<file path="src/rtl/axi_crossbar_wr_steer.sv">
// Routes slave W beats of one burst to the master port chosen by the write command;
// decode-error bursts are drained here and answered with a locally generated DECERR B response.
module axi_crossbar_wr_steer #(
  parameter int M_COUNT     = 4,
  parameter int DATA_WIDTH  = 32,
  parameter int STRB_WIDTH  = DATA_WIDTH / 8,
  parameter int ID_WIDTH    = 8,
  parameter int WUSER_WIDTH = 1,
  localparam int CL_M_COUNT = (M_COUNT > 1) ? $clog2(M_COUNT) : 1
) (
  input  logic                   clk,
  input  logic                   rst,

  input  logic [CL_M_COUNT-1:0]  s_wc_select,
  input  logic                   s_wc_decerr,
  input  logic [ID_WIDTH-1:0]    s_wc_id,
  input  logic                   s_wc_valid,
  output logic                   s_wc_ready,

  input  logic [DATA_WIDTH-1:0]  s_axi_wdata,
  input  logic [STRB_WIDTH-1:0]  s_axi_wstrb,
  input  logic                   s_axi_wlast,
  input  logic [WUSER_WIDTH-1:0] s_axi_wuser,
  input  logic                   s_axi_wvalid,
  output logic                   s_axi_wready,

  output logic [DATA_WIDTH-1:0]  m_axi_wdata,
  output logic [STRB_WIDTH-1:0]  m_axi_wstrb,
  output logic                   m_axi_wlast,
  output logic [WUSER_WIDTH-1:0] m_axi_wuser,
  output logic [M_COUNT-1:0]     m_axi_wvalid,
  input  logic [M_COUNT-1:0]     m_axi_wready,

  output logic [ID_WIDTH-1:0]    m_decerr_bid,
  output logic [1:0]             m_decerr_bresp,
  output logic                   m_decerr_bvalid,
  input  logic                   m_decerr_bready,

  output logic                   overrun_err
);

  typedef enum logic [1:0] {
    IDLE  = 2'd0,
    DATA  = 2'd1,
    DRAIN = 2'd2,
    RESP  = 2'd3
  } state_t;

  localparam logic [CL_M_COUNT:0] M_COUNT_L = (CL_M_COUNT+1)'(M_COUNT);
  localparam logic [8:0]          BEAT_MAX  = 9'd256;

  state_t                state_q, state_d;
  logic [CL_M_COUNT-1:0] sel_q;
  logic [ID_WIDTH-1:0]   id_q;
  logic [8:0]            beat_cnt;
  logic                  sel_ok;
  logic                  cmd_fire;
  logic                  beat_fire;

  // An unreachable select stalls the burst rather than aliasing onto a real port.
  assign sel_ok = ({1'b0, sel_q} < M_COUNT_L);

  assign m_axi_wdata    = s_axi_wdata;
  assign m_axi_wstrb    = s_axi_wstrb;
  assign m_axi_wlast    = s_axi_wlast;
  assign m_axi_wuser    = s_axi_wuser;
  assign m_decerr_bid   = id_q;
  assign m_decerr_bresp = 2'b11;

  assign cmd_fire  = s_wc_valid && s_wc_ready;
  assign beat_fire = s_axi_wvalid && s_axi_wready;

  always_comb begin
    state_d         = state_q;
    s_wc_ready      = 1'b0;
    s_axi_wready    = 1'b0;
    m_axi_wvalid    = '0;
    m_decerr_bvalid = 1'b0;
    case (state_q)
      IDLE: begin
        s_wc_ready = !rst;
        if (s_wc_valid && !rst) begin
          state_d = s_wc_decerr ? DRAIN : DATA;
        end
      end
      DATA: begin
        if (sel_ok) begin
          m_axi_wvalid[sel_q] = s_axi_wvalid;
          s_axi_wready        = m_axi_wready[sel_q];
        end
        if (beat_fire && s_axi_wlast) begin
          state_d = IDLE;
        end
      end
      DRAIN: begin
        s_axi_wready = 1'b1;
        if (beat_fire && s_axi_wlast) begin
          state_d = RESP;
        end
      end
      RESP: begin
        m_decerr_bvalid = 1'b1;
        if (m_decerr_bready) begin
          state_d = IDLE;
        end
      end
      default: state_d = IDLE;
    endcase
  end

  always_ff @(posedge clk) begin
    if (rst) begin
      state_q     <= IDLE;
      sel_q       <= '0;
      id_q        <= '0;
      beat_cnt    <= '0;
      overrun_err <= 1'b0;
    end else begin
      state_q <= state_d;
      if (cmd_fire) begin
        sel_q    <= s_wc_select;
        id_q     <= s_wc_id;
        beat_cnt <= '0;
      end else if (beat_fire) begin
        if (beat_cnt != BEAT_MAX) begin
          beat_cnt <= beat_cnt + 9'd1;
        end
        // The 256th beat without WLAST means the burst exceeded the AXI4 maximum.
        if (!s_axi_wlast && (beat_cnt >= BEAT_MAX - 9'd1)) begin
          overrun_err <= 1'b1;
        end
      end
    end
  end

endmodule

</file>
<file path="config.mk">
export PLATFORM = sky130hd
export DESIGN_NAME = axi_crossbar_wr_steer
export DESIGN_NICKNAME = d
export VERILOG_FILES = /design/src/rtl/axi_crossbar_wr_steer.sv
export SDC_FILE = /design/constraint.sdc
export NUM_CORES = 1
export LEC_CHECK = 0
export BUFFER_PORTS_ARGS = -buffer_cell sky130_fd_sc_hd__buf_2
export CORE_AREA = 2 2 65 67
export DETAILED_ROUTE_END_ITERATION = 10
export DIE_AREA = 0 0 67 69
export PLACE_DENSITY = 0.88
export SETUP_SLACK_MARGIN = 0.5
export SYNTH_ARGS = -nofsm -noshare
export SYNTH_HDL_FRONTEND = slang
export SYNTH_SLANG_ARGS = --single-unit
</file>
<file path="constraint.sdc">
create_clock -name clk -period 2.41 [get_ports clk]
set_clock_uncertainty 0.2 [all_clocks]
set_input_delay 0.482 -clock clk [delete_from_list [all_inputs] [get_ports clk]]
set_output_delay 0.482 -clock clk [all_outputs]
set_load 0.02 [all_outputs]
</file>
==> flow_summary.json <==
{
  "grt-ovfl-total": 0,
  "dr.pass1.iters": 5,
  "num_rows": 23,
  "power_uw": 1530,
  "rsz0062_at_grt": "true",
  "period_share": 0.935,
  "outcome": "finished, final reports clean",
  "grt_start_max_net_pins": 21,
  "hold_path.class": "input pin to flip-flop",
  "max_freq_ghz": 0.444,
  "synth_area_per_cell_um2": 7.96,
  "cap_violations": 0,
  "synthTopCellsByArea": "dfxtp_1, buf_4, ha_1, nand2b_1, nand2_1",
  "mappedNetlistArea_um2": 1540,
  "synthCells": 193,
  "worstSetupPathType": "flip-flop to output port",
  "fin_area_um2": 1840,
  "pin_count": 114,
  "grt.total_usage": 0.155,
  "placedCellCount": 236,
  "port-buffer-count": 37,
  "ir_drop_mv": 0.276,
  "htreeDepth": 1,
  "place_hpwl_mm": 2.45,
  "timing.hold.ws_ps": 195,
  "dieArea_um2": 4620,
  "drc": 0,
  "die_h_um": 69,
  "area_growth_pct": 20.0,
  "synth_top_area_share": 0.287,
  "numCtsBuffers": 3,
  "stdcell_count": 250,
  "period_minus_slack_ps": 2250,
  "core_region_area_um2": 3910,
  "slew_violations": 0,
  "endpoint_kind": "output port",
  "place_area_um2": 1520,
  "clk_latency_ps": 270,
  "worstSetupStartpointType": "flip-flop",
  "ant_nets": 0,
  "cts_buffer_depth": 2,
  "cts_sinks": 22,
  "cts_tree": "yes",
  "ys_ff_latch": 22,
  "start_util": 0.393,
  "finalSetupViolCount": 0,
  "n_antenna_cell": 0,
  "routabilityCongestion": 0.887,
  "fillers": 361,
  "drt_iter0_drc": 164,
  "clock-root-buffer": "clkbuf_8",
  "ys_seq_area_frac": 0.287,
  "arrival_ps": 1570,
  "power_density_nw_per_um2": 828,
  "synth_cell_types": 33,
  "synth_warnings": 0,
  "die_w_um": 67,
  "drive_above_1_share": 0.475,
  "path_max_fanout": 5,
  "antenna_found_initial": 0,
  "grt_pass1_vias": 1207,
  "routed_wl_mm": 4.31,
  "worst_ep_required_time_ps": 1730,
  "clk_pin_slew_ps": 90,
  "grt_pass1_wl_mm": 5.59,
  "hold_viol": 0,
  "power.leakage_uw": 0.000746,
  "wl_per_cell_um": 17.2,
  "nNetsFinal": 266,
  "fin_setup_tns_ps": 0,
  "vias": 1387,
  "vias_per_cell": 5.55,
  "synth.largest_area_cell": "dfxtp_1"
}
critical path: stages (launching register included):
cell     delay (ps)
dfxtp_2         360
inv_2            60
ha_4            160
buf_4           150
nor2_4          190
inv_1            80
and3_4          160
buf_6           120
Yosys cell counts:
cell type,n
a211o_1,2
a211oi_1,4
a21o_1,1
a21oi_1,6
a221oi_1,1
a22o_1,2
a22oi_1,1
a31o_2,1
a31oi_1,1
a41o_1,1
a41oi_1,1
and2_1,1
and2b_2,1
and3_1,2
buf_4,40
buf_6,1
clkbuf_1,5
conb_1,1
dfxtp_1,22
ha_1,7
inv_1,7
mux2i_1,7
nand2_1,19
nand2b_1,14
nand3_1,8
nor2_1,10
nor2b_1,3
nor3_1,3
nor4_1,2
nor4b_1,2
o21ai_0,12
o31ai_1,3
or4_1,2
sequential cells by signal, summed over array words and instances, names as in the netlist:
signal / count
sel_q: 2
beat_cnt: 9
state_q: 2
overrun_err: 1
m_decerr_bid: 8
cell type report:
type                            count  area, um2  share of cell area
Clock buffer                        4       55.1              0.0299
Inverter                            7       26.3              0.0143
Multi-Input combinational cell    119        950               0.515
Sequential cell                    22        448               0.243
Tap cell                           50       62.6              0.0339
Timing Repair Buffer               48        302               0.164
cell families (layout without fill, tap and decap cells):
family | Yosys count | in the layout | synth area share
adders and majority gates | 7 | 7 | 0.0570
DFF | 22 | 22 | 0.287
other | 1 | 2 | 0.00244
AOI/OAI and AO/OA | 36 | 36 | 0.153
muxes | 7 | 7 | 0.0456
buffers and inverters | 53 | 59 | 0.232
and+or+nand+nor | 67 | 67 | 0.223
layout by cell type, fill, tap and decap left out, drive strengths merged, types with 3 or more instances in the layout:
cell / synthesis / layout
buf: 41 / 48
dfxtp: 22 / 22
nand2: 19 / 19
nand2b: 14 / 14
o21ai: 12 / 12
nor2: 10 / 10
nand3: 8 / 8
mux2i: 7 / 7
inv: 7 / 7
ha: 7 / 7
a21oi: 6 / 6
clkbuf: 5 / 4
a211oi: 4 / 4
o31ai: 3 / 3
nor3: 3 / 3
nor2b: 3 / 3
stage by stage:
stage	utilization	setup slack (ps)
global placement	0.387	419
floorplan	-	432
finish	0.471	156
global route	0.471	118
detailed placement	0.387	363
CTS	0.431	182
final timing paths:
check | from | slack [ps] | end | depth (start not counted)
setup / recovery | state_q[0]$_SDFFE_PP0P_ | 160 | s_axi_wready | 7
hold / removal | s_wc_id[0] | 200 | m_decerr_bid[0]$_SDFFE_PP0P_ | 3
setup reg to reg | state_q[0]$_SDFFE_PP0P_ | 210 | beat_cnt[4]$_SDFFE_PP0P_ | 8
hold reg to reg | m_decerr_bid[0]$_SDFFE_PP0P_ | 270 | m_decerr_bid[0]$_SDFFE_PP0P_ | 2
report_power, final:
part,leakage [uW],switching (uW),internal [uW]
logic,0.000536,455,335
clock network,0.0000288,132,146
registers,0.000181,43.3,415
timing repair:
item	in CTS	in global routing
pin swaps	4	8
setup buffers	5	5
gates resized for setup	15	35
setup endpoints to repair	11	28
hold buffers	0	0
metal layers:
metal | vias to the layer above | global-route usage | routed length (um)
met1 | 656 | 0.194 | 1770
met5 | - | 0 | 0
met2 | 81 | 0.232 | 2110
met4 | 0 | 0.111 | 112
li1 | 631 | - | -
met3 | 19 | 0.0294 | 327
Power figures use the tool's default switching activity.
